`src/rtl/template_list_parser_if.sv`:
```
// Handshake bundle between the template-list byte source, the parser and the
// downstream word generator.
interface template_list_parser_if #(
  parameter int CHAR_BITS      = 7,
  parameter int RANGES_MAX     = 4,
  parameter int WORD_MAX_LEN   = 8,
  parameter int RANGE_INFO_MSB = 3
);
  logic [7:0]                                   din;
  logic                                         wr_en;
  logic                                         pkt_end;
  logic                                         full;
  logic [WORD_MAX_LEN*CHAR_BITS-1:0]            word_out;
  logic [RANGES_MAX*(RANGE_INFO_MSB+1)-1:0]     range_info;
  logic [15:0]                                  word_id;
  logic                                         word_list_end;
  logic                                         word_wr_en;
  logic                                         word_full;
  logic                                         err_template;

  // Parser side: consumes bytes, produces words.
  modport slave (
    input  din, wr_en, pkt_end, word_full,
    output full, word_out, range_info, word_id, word_list_end, word_wr_en, err_template
  );

  // Environment side: byte source plus word generator.
  modport master (
    output din, wr_en, pkt_end, word_full,
    input  full, word_out, range_info, word_id, word_list_end, word_wr_en, err_template
  );
endinterface

```
`src/rtl/template_list_parser.sv`:
```
// Template-list payload parser: assembles chars and range bytes into one word per
// template, hands it to the word generator, and closes each packet with a dummy word.
module template_list_parser #(
  parameter int CHAR_BITS      = 7,
  parameter int RANGES_MAX     = 4,
  parameter int WORD_MAX_LEN   = 8,
  parameter int RANGE_INFO_MSB = 3
) (
  input  logic                  CLK,
  input  logic                  RST,
  template_list_parser_if.slave bus
);

  localparam int WORD_W  = WORD_MAX_LEN * CHAR_BITS;
  localparam int RANGE_W = RANGE_INFO_MSB + 1;
  localparam int INFO_W  = RANGES_MAX * RANGE_W;
  localparam int CC_W    = (WORD_MAX_LEN > 1) ? $clog2(WORD_MAX_LEN) : 1;
  localparam int RC_W    = (RANGES_MAX > 1) ? $clog2(RANGES_MAX) : 1;

  typedef enum logic [2:0] {
    S_CHARS,
    S_RANGES,
    S_OUT,
    S_END,
    S_ERROR
  } state_t;

  state_t              state, state_next;
  logic [WORD_W-1:0]   word_r;
  logic [INFO_W-1:0]   range_r;
  logic [CC_W-1:0]     char_cnt;
  logic [RC_W-1:0]     range_cnt;
  logic                last_r;
  logic [15:0]         word_id_r;

  logic                accept;
  logic                transfer;
  logic                char_last;
  logic                char_term;
  logic                char_bad;
  logic                range_last;
  logic                range_bad;
  logic [31:0]         range_pos;

  always_comb begin
    // NOTE: every signal gets a default before the case so no path leaves it unassigned (no latches).
    state_next = state;
    accept     = bus.wr_en & ~bus.full;
    transfer   = bus.word_wr_en & ~bus.word_full;
    char_last  = (char_cnt == CC_W'(WORD_MAX_LEN - 1));
    char_term  = (bus.din == 8'd0);
    char_bad   = bus.pkt_end | ((CHAR_BITS == 7) & bus.din[7]);
    range_last = (range_cnt == RC_W'(RANGES_MAX - 1));
    range_pos  = 32'(bus.din[RANGE_INFO_MSB-1:0]);
    // pkt_end is only legal on the final range byte of a template.
    range_bad  = ((bus.din >> RANGE_W) != 8'd0)
               | (bus.din[RANGE_INFO_MSB] & (range_pos >= 32'(WORD_MAX_LEN)))
               | (bus.pkt_end & ~range_last);

    case (state)
      S_CHARS: begin
        if (accept) begin
          if (char_bad)                   state_next = S_ERROR;
          else if (char_term | char_last) state_next = S_RANGES;
        end
      end
      S_RANGES: begin
        if (accept) begin
          if (range_bad)       state_next = S_ERROR;
          else if (range_last) state_next = S_OUT;
        end
      end
      S_OUT:   if (!bus.word_full) state_next = last_r ? S_END : S_CHARS;
      S_END:   if (!bus.word_full) state_next = S_CHARS;
      S_ERROR: state_next = S_ERROR;
      default: state_next = S_ERROR;
    endcase
  end

  always_ff @(posedge CLK or posedge RST) begin
    // NOTE: sequential state uses non-blocking assignments so all registers update from pre-edge values.
    if (RST) state <= S_CHARS;
    else     state <= state_next;
  end

  always_ff @(posedge CLK or posedge RST) begin
    if (RST) begin
      word_r    <= '0;
      range_r   <= '0;
      char_cnt  <= '0;
      range_cnt <= '0;
      last_r    <= 1'b0;
      word_id_r <= '0;
    end else begin
      case (state)
        S_CHARS: begin
          if (accept && !char_bad) begin
            if (!char_term) word_r[char_cnt*CHAR_BITS +: CHAR_BITS] <= bus.din[CHAR_BITS-1:0];
            if (char_term || char_last) range_cnt <= '0;
            else                        char_cnt  <= char_cnt + 1'b1;
          end
        end
        S_RANGES: begin
          if (accept && !range_bad) begin
            range_r[range_cnt*RANGE_W +: RANGE_W] <= bus.din[RANGE_W-1:0];
            if (range_last) last_r    <= bus.pkt_end;
            else            range_cnt <= range_cnt + 1'b1;
          end
        end
        S_OUT: begin
          // Word handed over: start the next template from a blank word.
          if (transfer) begin
            word_id_r <= word_id_r + 16'd1;
            word_r    <= '0;
            char_cnt  <= '0;
            range_cnt <= '0;
          end
        end
        S_END: begin
          if (transfer) word_id_r <= '0;
        end
        default: ;
      endcase
    end
  end

  assign bus.full          = !(state == S_CHARS || state == S_RANGES);
  assign bus.word_wr_en    = (state == S_OUT) || (state == S_END);
  assign bus.word_list_end = (state == S_END);
  assign bus.err_template  = (state == S_ERROR);
  assign bus.word_out      = (state == S_END) ? '0 : word_r;
  assign bus.range_info    = (state == S_END) ? '0 : range_r;
  assign bus.word_id       = word_id_r;

endmodule

```
`src/flat_wrapper.sv`:
```
// flat-port wrapper written by rule: the top's interface ports become plain ports
module template_list_parser_flat 
#(
  parameter int CHAR_BITS      = 7,
  parameter int RANGES_MAX     = 4,
  parameter int WORD_MAX_LEN   = 8,
  parameter int RANGE_INFO_MSB = 3
)
  (CLK, RST, bus_din, bus_wr_en, bus_pkt_end, bus_word_full, bus_full, bus_word_out, bus_range_info, bus_word_id, bus_word_list_end, bus_word_wr_en, bus_err_template);
  template_list_parser_if #(.CHAR_BITS(CHAR_BITS), .RANGES_MAX(RANGES_MAX), .WORD_MAX_LEN(WORD_MAX_LEN), .RANGE_INFO_MSB(RANGE_INFO_MSB)) bus_i ();
  input  logic CLK;
  input  logic RST;
  input wire logic [$bits(bus_i.din)-1:0] bus_din;
  input wire logic [$bits(bus_i.wr_en)-1:0] bus_wr_en;
  input wire logic [$bits(bus_i.pkt_end)-1:0] bus_pkt_end;
  input wire logic [$bits(bus_i.word_full)-1:0] bus_word_full;
  output wire logic [$bits(bus_i.full)-1:0] bus_full;
  output wire logic [$bits(bus_i.word_out)-1:0] bus_word_out;
  output wire logic [$bits(bus_i.range_info)-1:0] bus_range_info;
  output wire logic [$bits(bus_i.word_id)-1:0] bus_word_id;
  output wire logic [$bits(bus_i.word_list_end)-1:0] bus_word_list_end;
  output wire logic [$bits(bus_i.word_wr_en)-1:0] bus_word_wr_en;
  output wire logic [$bits(bus_i.err_template)-1:0] bus_err_template;
  assign bus_i.din = bus_din;
  assign bus_i.wr_en = bus_wr_en;
  assign bus_i.pkt_end = bus_pkt_end;
  assign bus_i.word_full = bus_word_full;
  assign bus_full = bus_i.full;
  assign bus_word_out = bus_i.word_out;
  assign bus_range_info = bus_i.range_info;
  assign bus_word_id = bus_i.word_id;
  assign bus_word_list_end = bus_i.word_list_end;
  assign bus_word_wr_en = bus_i.word_wr_en;
  assign bus_err_template = bus_i.err_template;
  template_list_parser #(.CHAR_BITS(CHAR_BITS), .RANGES_MAX(RANGES_MAX), .WORD_MAX_LEN(WORD_MAX_LEN), .RANGE_INFO_MSB(RANGE_INFO_MSB)) u_core (.CLK(CLK), .RST(RST), .bus(bus_i));
endmodule
```
`config.mk`:
```
export PLATFORM = sky130hd
export DESIGN_NAME = template_list_parser_flat
export DESIGN_NICKNAME = d
export VERILOG_FILES = /design/src/rtl/template_list_parser_if.sv /design/src/rtl/template_list_parser.sv /design/src/flat_wrapper.sv
export SDC_FILE = /design/constraint.sdc
export NUM_CORES = 1
export LEC_CHECK = 0
export ABC_AREA = 1
export BUFFER_PORTS_ARGS = -buffer_cell sky130_fd_sc_hd__buf_4
export CAP_MARGIN = 15
export CORE_ASPECT_RATIO = 1.75
export CORE_UTILIZATION = 50
export DETAILED_ROUTE_END_ITERATION = 7
export PLACE_DENSITY = 0.71
export SLEW_MARGIN = 20
export SYNTH_ARGS = -nofsm -noshare
export SYNTH_HDL_FRONTEND = slang
export SYNTH_SLANG_ARGS = --single-unit
export TNS_END_PERCENT = 50
```
`constraint.sdc`:
```
create_clock -name CLK -period 9 [get_ports CLK]
set_input_delay 1.35 -clock CLK [delete_from_list [all_inputs] [get_ports CLK]]
set_output_delay 1.35 -clock CLK [all_outputs]
set_load 0.005 [all_outputs]
```
==> results_dict.tcl <==
set metrics [dict create \
    run_status "complete, no violations" \
    pwr-share-seq 0.519 \
    post_cts.repair.setup_buffers 0 \
    cts.clk_slew.worst_paths_ps 60 \
    arrival_time_at_the_worst_endpoint_ps 2270 \
    grt_antenna_before_repair 0 \
    synth.avg_cell_area_um2 7.13 \
    post_drt_wl_per_cell_um 13.7 \
    detailed_place.area_um2 6390 \
    netlist-cell-type-count 27 \
    cts.sinks 97 \
    leakagePower_nw 3.54 \
    cts-root-to-sink-buffers 2 \
    combinational_share_of_power 0.042 \
    placement.io_buffers 104 \
    die_y_um 142 \
    ctsHtreeMaxLevel 3 \
    power_per_cell_area_nw_per_um2 127 \
    r2r_slack_ps 6610 \
    cts.repair.resized 0 \
    layout-area-overhead-vs-synth_pct 20.0 \
    clock_tree_from_tritoncts "yes" \
    pin_count 105 \
    timing.rr.start "u_core.state[0]" \
    setup.worst_path.class "reg -> out" \
    cts_hold_buffers 0 \
    synth_cells 782 \
    grt.total_usage 0.255 \
    timing_worst_slew_pin_value_ps 788 \
    cts_made_buffers 9 \
    setup.worst_path.start_class "flop" \
    cts-root-buf "sky130_fd_sc_hd__clkbuf_16" \
    synth_sequential_area_ratio 0.435 \
    syn_nets 806 \
    required_ps 7650 \
    die-width_um 81.8 \
    globalRouteOverflowTotal 0 \
    power_frac_clock 0.439 \
    clock_latency_ps 340 \
    internal-power_mw 0.664 \
    critPathMaxFanout 38 \
    fmax_ghz 0.276 \
    synth-seq-cells 97 \
    layout-drive-gt1-share 0.171 \
    initial_utilization 0.518 \
    maxSlewViolCount 0 \
    layout.nets 897 \
    report.final.setup_viol 0 \
    grt_pass1_vias 4986 \
    drtIter0Drc 283 \
    place.gp.congestion 0.910 \
    drtPass1Iterations 5 \
    hold_viol_final 0 \
    vdd.ir_drop.worst_mv 0.0942 \
    holdCritPathClass "reg -> reg" \
    final_cell_area_um2 6690 \
    grt_setup_unrepaired "no" \
    min_period_over_period 0.402 \
    detailroute.via_count 5285 \
    swShare 0.221 \
    wl_um 13800 \
    num_antenna_cells 0 \
    whs_ps 468 \
    layout.filler_cells 1018 \
    switching_power_mw 0.188 \
    syn-cell-area_um2 5570 \
    grt_pass1_wl_um 22700 \
    via_per_inst 5.25 \
    clock_skew_ps 5.55 \
    setup_total_neg_slack_ps 0 \
    yosys_warnings 0 \
    worstSetupEndpointType "output port" \
    drv_cap 0 \
    finalCriticalPeriod_ps 3620 \
    worst-r2r-cell-count 9 \
    floorplan.die_area_um2 11600 \
    postRouteAntennaNets 0 \
    detailedPlacementHpwl_um 10500 \
    timing.critical_path.from "u_core.state[0]" \
    critPathCapture "bus_word_out[51]" \
    r2r-end "u_core.bus.word_id[7]" \
    area_of_the_core_um2 10800 \
    drt_drc_violations_left 0 \
    post_layout_power_mw 0.852 \
    slew_headroom 0.474 \
    grt_start_max_net_pins 88 \
    number_of_standard_cell_rows_in_the_floorplan 50 \
]
final cells by class:
cell class / count / area, µm² / share of cell area
Multi-Input combinational cell: 527 / 2510 / 0.376
Sequential cell: 97 / 2430 / 0.363
Timing Repair Buffer: 107 / 807 / 0.121
Inverter: 131 / 493 / 0.0737
Clock buffer: 10 / 229 / 0.0342
Tap cell: 130 / 163 / 0.0243
Clock inverter: 5 / 57.6 / 0.00860
logic make-up (layout without fill, tap and decap cells):
group | Yosys count | in the layout | synth area share
buffers and inverters | 158 | 253 | 0.117
adder cells (fa/ha/maj) | 11 | 11 | 0.0247
AND/OR/NAND/NOR | 468 | 468 | 0.376
XOR/XNOR | 2 | 2 | 0.00314
flip-flops | 97 | 97 | 0.435
AO/OA/AOI/OAI | 46 | 46 | 0.0433
power groups by stage:
stage	Clock [mW]	Sequential (mW)	Combinational, mW
after floorplan	0	0.449	0.0175
after global placement	0	0.450	0.0353
after detailed placement	0	0.450	0.0358
after CTS	0.382	0.442	0.0359
after global routing	0.398	0.442	0.0400
final	0.374	0.442	0.0358
layer usage:
layer | global-route usage | part of all wire | wire [µm] | vias to the layer above
met5 | 0 | 0 | 0 | -
met4 | 0.119 | 0.039 | 542 | 0
met3 | 0.0431 | 0.036 | 499 | 38
met2 | 0.460 | 0.55 | 7580 | 143
met1 | 0.282 | 0.38 | 5190 | 2464
li1 | - | - | - | 2640
worst max-delay path, stage by stage (launching register included):
cell	delay, ps
sky130_fd_sc_hd__dfrtp_1	440
sky130_fd_sc_hd__nand2_1	150
sky130_fd_sc_hd__nor2_4	630
sky130_fd_sc_hd__buf_4	460
sky130_fd_sc_hd__nor2_1	90
sky130_fd_sc_hd__buf_4	150
cells in the mapped netlist (all sizes together):
master  number  area [µm²]
nor3        19        95.1
buf         16         119
nand4       65         407
o21bai       3        22.5
inv        131         492
nand2      198         756
nor2       143         582
clkbuf      11        41.3
ha          11         138
nor3b        1        7.51
a22oi        1        7.51
a21oi        7        35.0
dfrtp       97        2430
a31oi        1        6.26
xor2         2        17.5
nand3       41         245
o21ai       34         170
or2          1        6.26
how the worst min path moves through the flow:
stage                                  from           endpoint  slack (ps)  cells past startpoint
after CTS                 u_core.word_r[45]  u_core.word_r[45]         470                      2
after floorplan            u_core.word_r[0]   u_core.word_r[0]         440                      2
after global routing      u_core.word_r[31]  u_core.word_r[31]         500                      2
after global placement    u_core.word_r[31]  u_core.word_r[31]         460                      2
final                     u_core.word_r[45]  u_core.word_r[45]         470                      2
after detailed placement  u_core.word_r[23]  u_core.word_r[23]         460                      2
flip-flops by register name, summed over array words and instances (netlist names):
| register | cells |
|---|---|
| u_core.bus.word_id | 16 |
| u_core.state | 3 |
| u_core.word_r | 56 |
| u_core.char_cnt | 3 |
| u_core.last_r | 1 |
| u_core.range_r | 16 |
| u_core.range_cnt | 2 |
stage by stage:
| step | utilization | setup slack (ps) | cells |
|---|---|---|---|
| 6_report | 0.622 | 5380 | 1007 |
| 5_1_grt | 0.622 | 5190 | 1007 |
| 4_1_cts | 0.621 | 5400 | 1007 |
| 3_5_place_dp | 0.594 | 5720 | 992 |
| 3_3_place_gp | 0.594 | 5770 | 992 |
| 2_1_floorplan | - | 5120 | 782 |
placed cells by master, fill, tap and decap left out:
cell	netlist	layout
sky130_fd_sc_hd__nor3_1	19	19
sky130_fd_sc_hd__xor2_1	2	2
sky130_fd_sc_hd__nor2_1	135	134
sky130_fd_sc_hd__or2_2	1	1
sky130_fd_sc_hd__bufinv_16	0	1
sky130_fd_sc_hd__o21bai_1	3	3
sky130_fd_sc_hd__nand3_2	8	8
sky130_fd_sc_hd__ha_1	11	11
sky130_fd_sc_hd__a31oi_1	1	1
sky130_fd_sc_hd__clkinvlp_4	0	3
sky130_fd_sc_hd__nand2_4	0	1
sky130_fd_sc_hd__clkbuf_1	11	1
sky130_fd_sc_hd__clkinv_2	0	2
sky130_fd_sc_hd__nand3_1	33	33
sky130_fd_sc_hd__clkbuf_16	0	9
sky130_fd_sc_hd__buf_6	6	1
sky130_fd_sc_hd__a21oi_1	7	7
sky130_fd_sc_hd__inv_1	126	125
sky130_fd_sc_hd__a22oi_1	1	1
sky130_fd_sc_hd__o21ai_1	3	3
sky130_fd_sc_hd__nor2_2	3	2
sky130_fd_sc_hd__nor2_4	5	7
sky130_fd_sc_hd__nand4_1	65	65
sky130_fd_sc_hd__nand2_2	5	4
sky130_fd_sc_hd__nand2_1	193	193
sky130_fd_sc_hd__inv_2	5	5
sky130_fd_sc_hd__nor3b_1	1	1
sky130_fd_sc_hd__o21ai_0	31	31
sky130_fd_sc_hd__dfrtp_1	97	97
sky130_fd_sc_hd__buf_4	1	106
Power figures use the tool's default switching activity.
